$ cat config.mk
export PLATFORM = sky130hd
export DESIGN_NAME = fifo_stream_reader
export DESIGN_NICKNAME = d
export VERILOG_FILES = /design/src/rtl/fifo_stream_reader.sv
export SDC_FILE = /design/constraint.sdc
export NUM_CORES = 1
export LEC_CHECK = 0
export ABC_CLOCK_PERIOD_IN_PS = 3600
export BUFFER_PORTS_ARGS = -buffer_cell sky130_fd_sc_hd__buf_2
export CORE_ASPECT_RATIO = 0.7
export CORE_UTILIZATION = 30
export CTS_CLUSTER_SIZE = 25
export DETAILED_ROUTE_END_ITERATION = 7
export PLACE_DENSITY_LB_ADDON = 0.05
export RECOVER_POWER = 100
export REMOVE_ABC_BUFFERS = 1
export SYNTH_ARGS = -nofsm -noshare
export SYNTH_HDL_FRONTEND = slang
export SYNTH_SLANG_ARGS = --single-unit
$ cat constraint.sdc
create_clock -name clk -period 3.6 [get_ports clk]
set_input_delay 0.18 -clock clk [delete_from_list [all_inputs] [get_ports clk]]
set_output_delay 0.18 -clock clk [all_outputs]
set_load 0.02 [all_outputs]
$ cat src/rtl/fifo_stream_reader.sv
// fifo_stream_reader: read-side consumer of the dual-clock FIFO, in the FIFO read clock domain.
// It turns the FIFO read/empty/dout interface (dout valid one cycle after read) into a
// valid/ready stream. A 3-entry circular output buffer sustains 1 word/clk. The next read is
// chosen from registered state only, so there is no combinational m_ready -> fifo_read path.
// The stream is framed into fixed-length packets (m_last), and the block counts accepted beats
// and accepted packet ends.
//
// Ports:
//   clk        in   FIFO read-domain clock
//   rst_n      in   asynchronous active-low reset
//   en         in   1 = issue FIFO reads; 0 = no new reads, buffered words still drain
//   fifo_empty in   FIFO read-domain empty flag
//   fifo_dout  in   FIFO data, valid the cycle after fifo_read=1
//   fifo_read  out  registered FIFO read strobe
//   m_data     out  stream data (head of the buffer)
//   m_valid    out  stream valid (buffer not empty)
//   m_ready    in   stream ready; a beat transfers on an edge with m_valid & m_ready
//   m_last     out  last beat of a packet (never set when PKT_LEN = 0)
//   beat_cnt   out  accepted beats, wraps modulo 2**CW
//   pkt_cnt    out  accepted beats with m_last=1, wraps modulo 2**CW
//   occ        out  words held in the output buffer, 0..3
module fifo_stream_reader #(
  parameter int unsigned DW      = 8,
  parameter int unsigned PKT_LEN = 16,
  parameter int unsigned CW      = 32
) (
  input  logic          clk,
  input  logic          rst_n,
  input  logic          en,
  input  logic          fifo_empty,
  input  logic [DW-1:0] fifo_dout,
  output logic          fifo_read,
  output logic [DW-1:0] m_data,
  output logic          m_valid,
  input  logic          m_ready,
  output logic          m_last,
  output logic [CW-1:0] beat_cnt,
  output logic [CW-1:0] pkt_cnt,
  output logic [1:0]    occ
);

  localparam int unsigned IW        = (PKT_LEN > 2) ? $clog2(PKT_LEN) : 1;
  localparam bit          FramingOn = (PKT_LEN != 0);
  localparam logic [IW-1:0] LastIdx = FramingOn ? IW'(PKT_LEN - 1) : '0;

  logic          fifo_read_q, fifo_read_d;
  logic          inflight_q;
  logic [1:0]    occ_q, occ_d;
  logic [1:0]    wr_ptr_q, wr_ptr_d;
  logic [1:0]    rd_ptr_q, rd_ptr_d;
  logic [DW-1:0] mem_q [3];
  logic [IW-1:0] idx_q, idx_d;
  logic [CW-1:0] beat_cnt_q, beat_cnt_d;
  logic [CW-1:0] pkt_cnt_q, pkt_cnt_d;
  logic          push, pop, head_last;
  logic [2:0]    fill;

  function automatic logic [1:0] ptr_inc(input logic [1:0] p);
    return (p == 2'd2) ? 2'd0 : p + 2'd1;
  endfunction

  always_comb begin
    push      = inflight_q;
    head_last = FramingOn && (idx_q == LastIdx);
    pop       = (occ_q != 2'd0) && m_ready;

    occ_d    = occ_q + 2'(push) - 2'(pop);
    wr_ptr_d = push ? ptr_inc(wr_ptr_q) : wr_ptr_q;
    rd_ptr_d = pop ? ptr_inc(rd_ptr_q) : rd_ptr_q;

    // Words held after this edge plus the read now becoming in flight; a new read is allowed
    // only if that leaves room, so held + in flight + issued never exceeds 3.
    fill        = {1'b0, occ_d} + {2'b00, fifo_read_q};
    fifo_read_d = en && !fifo_empty && (fill < 3'd3);

    idx_d = idx_q;
    if (!FramingOn) begin
      idx_d = '0;
    end else if (pop) begin
      idx_d = head_last ? '0 : idx_q + IW'(1);
    end

    beat_cnt_d = beat_cnt_q + CW'(pop);
    pkt_cnt_d  = pkt_cnt_q + CW'(pop && head_last);
  end

  always_ff @(posedge clk or negedge rst_n) begin
    if (!rst_n) begin
      fifo_read_q <= 1'b0;
      inflight_q  <= 1'b0;
      occ_q       <= 2'd0;
      wr_ptr_q    <= 2'd0;
      rd_ptr_q    <= 2'd0;
      idx_q       <= '0;
      beat_cnt_q  <= '0;
      pkt_cnt_q   <= '0;
      for (int i = 0; i < 3; i++) begin
        mem_q[i] <= '0;
      end
    end else begin
      fifo_read_q <= fifo_read_d;
      inflight_q  <= fifo_read_q;
      occ_q       <= occ_d;
      wr_ptr_q    <= wr_ptr_d;
      rd_ptr_q    <= rd_ptr_d;
      idx_q       <= idx_d;
      beat_cnt_q  <= beat_cnt_d;
      pkt_cnt_q   <= pkt_cnt_d;
      if (push) begin
        mem_q[wr_ptr_q] <= fifo_dout;
      end
    end
  end

  assign fifo_read = fifo_read_q;
  assign m_valid   = (occ_q != 2'd0);
  assign m_data    = mem_q[rd_ptr_q];
  assign m_last    = m_valid && head_last;
  assign beat_cnt  = beat_cnt_q;
  assign pkt_cnt   = pkt_cnt_q;
  assign occ       = occ_q;

endmodule

### Yosys cells after proc, flatten, opt, wreduce, memory -nomap -nowiden

Index checks and enable logic that the tools add are counted.

| operators by class | value |
|---|---|
| add/sub/neg operators | 8 |
| $mul | 0 |
| div/mod/pow operators | 0 |
| order comparisons | 4 |
| equal/unequal tests | 3 |
| shift-type cells | 0 |
| multiplexer cells | 9 |
| bitwise logic cells | 2 |
| reduce and logical (&&, ||, !) cells | 8 |

Operators with widths:

| operator | number |
|---|---|
| $add A32 B1 Y32 | 2 |
| $bwmux W24 | 1 |
| $mux W8 | 3 |
| $bmux W8 S2 | 1 |
| $demux W8 S2 | 1 |
| $ge A3 B3 Y1 const B | 2 |
| $logic_and A1 B1 Y1 | 6 |
| $not A2 Y3 | 2 |
| $add A2 B1 Y2 const B | 2 |
| $add A4 B1 Y4 const B | 1 |
| $eq A2 B2 Y1 const B | 2 |
| $eq A4 B4 Y1 const B | 1 |
| $mux W2 | 2 |
| $mux W4 | 1 |
| $add A2 B1 Y3 | 1 |
| $lt A3 B1 Y1 const B | 1 |
| $lt A3 B2 Y1 const B | 1 |
| $add A2 B1 Y2 | 1 |
| $reduce_bool A2 Y1 | 1 |
| $sub A2 B1 Y2 | 1 |
| $logic_not A1 Y1 | 1 |

| word-level totals | value |
|---|---|
| bits in registers | 100 |
| bits in latches | 0 |
| memory bits (writable) | 0 |
| memory bits (read-only) | 0 |
| input bits | 13 |
| output and inout bits | 77 |
| logic and storage cells | 45 |
| memories | 0 |

### Logic depth before layout (Yosys ltp)

| logic depth | value |
|---|---|
| word-level depth | 6 |
| depth in mapped cells | 9 |

### Worst setup path before layout

OpenSTA, ideal clock, no wires.

| path | value |
|---|---|
| path type | reg-to-reg |
| from | register occ_q[1] (netlist: occ[1]) |
| to | register fifo_read_q (netlist: fifo_read) |
| arrival time | 2.503 ns |
| required time | 3.475 ns |
| slack | 0.971 ns |
| cell stages (with the launch flop) | 10 |
| path buffers | 0 |
| clock period less this slack | 2.629 ns |
| path through | dfrtp_1 or2_2 nand2_1 clkinv_1 xnor2_1 ha_1 xnor2_1 xnor2_1 ha_1 a2111oi_0 |

| between the ends | value |
|---|---|
| word-level cells in the longest chain between the ends | 6 |
| elaborated cells on any way between the ends | 7 |

RTL lines:

| element | RTL line | RTL |
|---|---|---|
| start: declaration | 48 | `logic [1:0] occ_q, occ_d;` |
| start signal: assignment | 91 | `occ_q <= 2'd0;` |
| start signal: assignment | 103 | `occ_q <= occ_d;` |
| $reduce_bool A2 Y1 | n/a |  |
| net m_valid | 34 | `output logic m_valid,` |
| $logic_and A1 B1 Y1 | 65 | `pop = (occ_q != 2'd0) && m_ready;` |
| net pop | 55 | `logic push, pop, head_last;` |
| $sub A2 B1 Y2 | 67 | `occ_d = occ_q + 2'(push) - 2'(pop);` |
| net occ_d[1] | 48 |  |
| $add A2 B1 Y3 | 73 | `fill = {1'b0, occ_d} + {2'b00, fifo_read_q};` |
| $lt A3 B2 Y1 | 74 | `fifo_read_d = en && !fifo_empty && (fill < 3'd3);` |
| $logic_and A1 B1 Y1 | 74 |  |
| net fifo_read_d | 46 | `logic fifo_read_q, fifo_read_d;` |
| end signal: assignment | 101 | `fifo_read_q <= fifo_read_d;` |
| end: declaration | 46 |  |

The timed path passes the listed nets, and every way through them passes these cells.
A chain may end at the register's enable or synchronous reset.

### Worst setup path after layout

| path | value |
|---|---|
| from | register idx_q[0] |
| to | register pkt_cnt_q[31] (netlist: pkt_cnt[31]) |

| between the ends | value |
|---|---|
| word-level cells in the longest chain between the ends | 3 |

RTL lines:

| element | RTL line | RTL |
|---|---|---|
| start: declaration | 52 | `logic [IW-1:0] idx_q, idx_d;` |
| start signal: assignment | 106 | `idx_q <= idx_d;` |
| $eq A4 B4 Y1 | 64 | `head_last = FramingOn && (idx_q == LastIdx);` |
| $logic_and A1 B1 Y1 | 84 | `pkt_cnt_d = pkt_cnt_q + CW'(pop && head_last);` |
| $add A32 B1 Y32 | 84 |  |
| net pkt_cnt_d[31] | 54 | `logic [CW-1:0] pkt_cnt_q, pkt_cnt_d;` |
| end signal: assignment | 108 | `pkt_cnt_q <= pkt_cnt_d;` |
| end: declaration | 54 |  |

The timed path passes the listed nets, and every way through them passes these cells.

==> flow_summary.yaml <==
outcome:
  run_status: "finished with violations"
  failed_checks: "max-capacitance violations, max-slew violations"
logic_synthesis:
  yosysTopAreaCell: "dfrtp_1"
  synthCells: 363
  syn_avg_cell_area_sq_um: 12.2
  yosys-top-cells-count: "dfrtp_1, xnor2_1, nand2_1"
  ys_warn_count: 0
  synth.lib_cells_used.distinct: 32
  synth_edf_count: 0
  synth-main-ff-cell: "dfrtp_1"
  synth_seq_cells: 100
  synth-async-reset-ratio_pct: 100
  synth_top_area_share_pct: 56.5
  synth_seq_area_share_pct: 56.5
  syn_area_sq_mm: 0.00443
  synth_area_leaders: "dfrtp_1, xnor2_1, mux2_2, xor2_1, nand2_1"
  yosysMostFrequentCell: "dfrtp_1"
clock_network:
  clockRootBuffer: "clkbuf_16"
  h-tree-depth: 3
  postCtsHoldBufs: 2
  clkSlewWorstSetupHoldPaths_ns: 0.07
  post_cts_buffers: 0
  cts.sinks: 100
  cts_buffer_depth: 2
  cts_buffers: 9
  cts_tree: "done"
  cts.repair.resized: 0
  clk_latency_ns: 0.34
route:
  routed-via-count: 3011
  first_pass_iters: 4
  ant_nets: 0
  drt-total-wl_um: 9610
  wl_per_cell_um: 14.6
  viasPerCell: 4.58
  drc: 0
  drt_iter0_drc: 96
placed_design:
  hpwl_um: 6680
  placed_cell_area_sq_mm: 0.00511
  gp_congestion: 0.716
  numPortBuffers: 89
  dp_cells: 639
floorplanning:
  die_width_um: 147
  ios: 90
  die_area_sq_mm: 0.0153
  fp-row-count: 36
  die_height_um: 104
  start_util_pct: 31.3
  core_area_sq_mm: 0.0141
worst_setup_path:
  rr_worst_depth: 8
  cp-end-kind: "flop"
  cp_max_fo: 9
  r2r-start: "idx_q[0]"
  setup.worst_path.class: "reg -> reg"
  crit_path_start: "idx_q[0]"
  cp-endpoint: "pkt_cnt[31]"
  r2r_slack_ns: 0.86
  r2r_end: "pkt_cnt[31]"
  cp.required_ns: 3.83
  cp-start-kind: "flop"
  cp_data_arrival_time_ns: 2.98
cells_and_area:
  area_delta_synth_final_pct: 20.2
  multiInputGateArea_sq_mm: 0.00186
  fin_cells: 657
  register_area_sq_mm: 0.00250
  final_area_sq_mm: 0.00533
  antennaDiodeCount: 0
  fillers: 1456
  drive_above_1_share_pct: 13.3
  nNetsFinal: 484
timing:
  rsz0062_at_grt: "false"
  worstMarginPinSlew_ns: 1.63
  finalMaxSlewViolations: 39
  skew_ns: 0.00975
  finalSetupTns_ns: 0
  fin_crit_ns: 2.74
  max_freq_mhz: 364
  timing.slew.headroom_pct: -9.33
  setup_violations: 0
  finalHoldViolCount: 0
  period_share_pct: 76.2
min_path:
  min_path_type: "in -> reg"
grt:
  grt_start_max_net_pins: 52
  grt_pass1_wl_um: 16000
  antenna_found_initial: 0
  grt.overflow.total: 0
  grt_usage_pct: 13.4
  grt_pass1_vias: 2993
power:
  powerDensity_mw_per_mm2: 665
  ir_worst_vdd_v: 0.000362
  leakage_nw: 2.40
job:
  drv_cap: 2
## registers in the layout (all words and copies together), names as in the netlist
| signal | count |
|---|---|
| rd_ptr_q | 2 |
| fifo_read | 1 |
| idx_q | 4 |
| wr_ptr_q | 2 |
| beat_cnt | 32 |
| occ | 2 |
| inflight_q | 1 |
| pkt_cnt | 32 |
| mem_q | 24 |
## metal layers
metal  wire length, um  up-vias  GRT usage (%)
li1                  -     1470              -
met1              5030     1469           19.5
met2              3970       62           19.0
met3               492       10           3.96
met4               110        0           3.76
met5                 0        -              0
## cell type report
type,count,area share [%]
flip-flops and latches,100,47.0
multi-input cells,251,34.8
repair buffers,93,7.07
clock buffers,11,4.56
well taps,190,4.46
clock inverters,5,1.60
inverters,7,0.493
## per-stage QoR
stage	util [%]	hold WS, ns	worst slack [ns]	total power, W
6_report	37.7	0.0434	0.855	0.00354
5_1_grt	37.7	0.0525	0.412	0.00379
4_1_cts	38.6	0.0274	0.804	0.00366
2_1_floorplan	-	-0.116	0.971	0.00223
3_5_place_dp	36.2	0.266	0.831	0.00258
3_3_place_gp	36.2	0.273	0.938	0.00256
## cell usage in the layout (no fill, tap or decap), types with 8 or more instances in the layout
master | synthesis | layout
nor2_1 | 11 | 11
nand4_1 | 19 | 20
mux2i_1 | 8 | 8
nand2_1 | 33 | 33
and3_1 | 9 | 9
clkbuf_1 | 4 | 80
nor3_1 | 8 | 9
buf_2 | 0 | 11
and4_1 | 9 | 9
ha_1 | 9 | 9
mux2_2 | 24 | 24
clkbuf_16 | 0 | 9
xnor2_1 | 42 | 42
o21ai_0 | 12 | 12
xor2_1 | 22 | 22
nand3_1 | 23 | 23
dfrtp_1 | 100 | 100
## kinds of logic after synthesis
logic type	after synthesis	share of synthesized area, %
AOI/OAI and AO/OA	16	2.00
adders and majority gates	9	2.54
xor gates and xnor gates	64	12.6
buffers and inverters	12	1.02
DFF	100	56.5
muxes	32	7.91
and+or+nand+nor	130	17.4
## critical path, cell delays in order (launching register included)
cell and delay [ns]:
dfrtp_1 0.41, ha_1 0.21, nand3_1 0.14, nor2_1 0.16
ha_1 0.22, nand4_1 0.16, nor4_2 0.94, nand4_1 0.23
xnor2_1 0.18
## power breakdown
part / switching, W / total (W) / internal, W
Combinational: 0.000529 / 0.000912 / 0.000383
Clock: 0.000415 / 0.00105 / 0.000631
Sequential: 0.000215 / 0.00159 / 0.00137
Total: 0.00116 / 0.00354 / 0.00238
## how the worst min path moves through the flow
stage	startpoint	endpoint	slack, ns	cells past startpoint
after global routing	en	fifo_read	0.05	3
after detailed placement	rst_n	pkt_cnt[22]	0.27	1
after floorplan	rst_n	beat_cnt[0]	-0.12	0
after CTS	en	fifo_read	0.03	3
final	en	fifo_read	0.04	3
after global placement	rst_n	pkt_cnt[22]	0.27	1
Power figures use the tool's default switching activity.
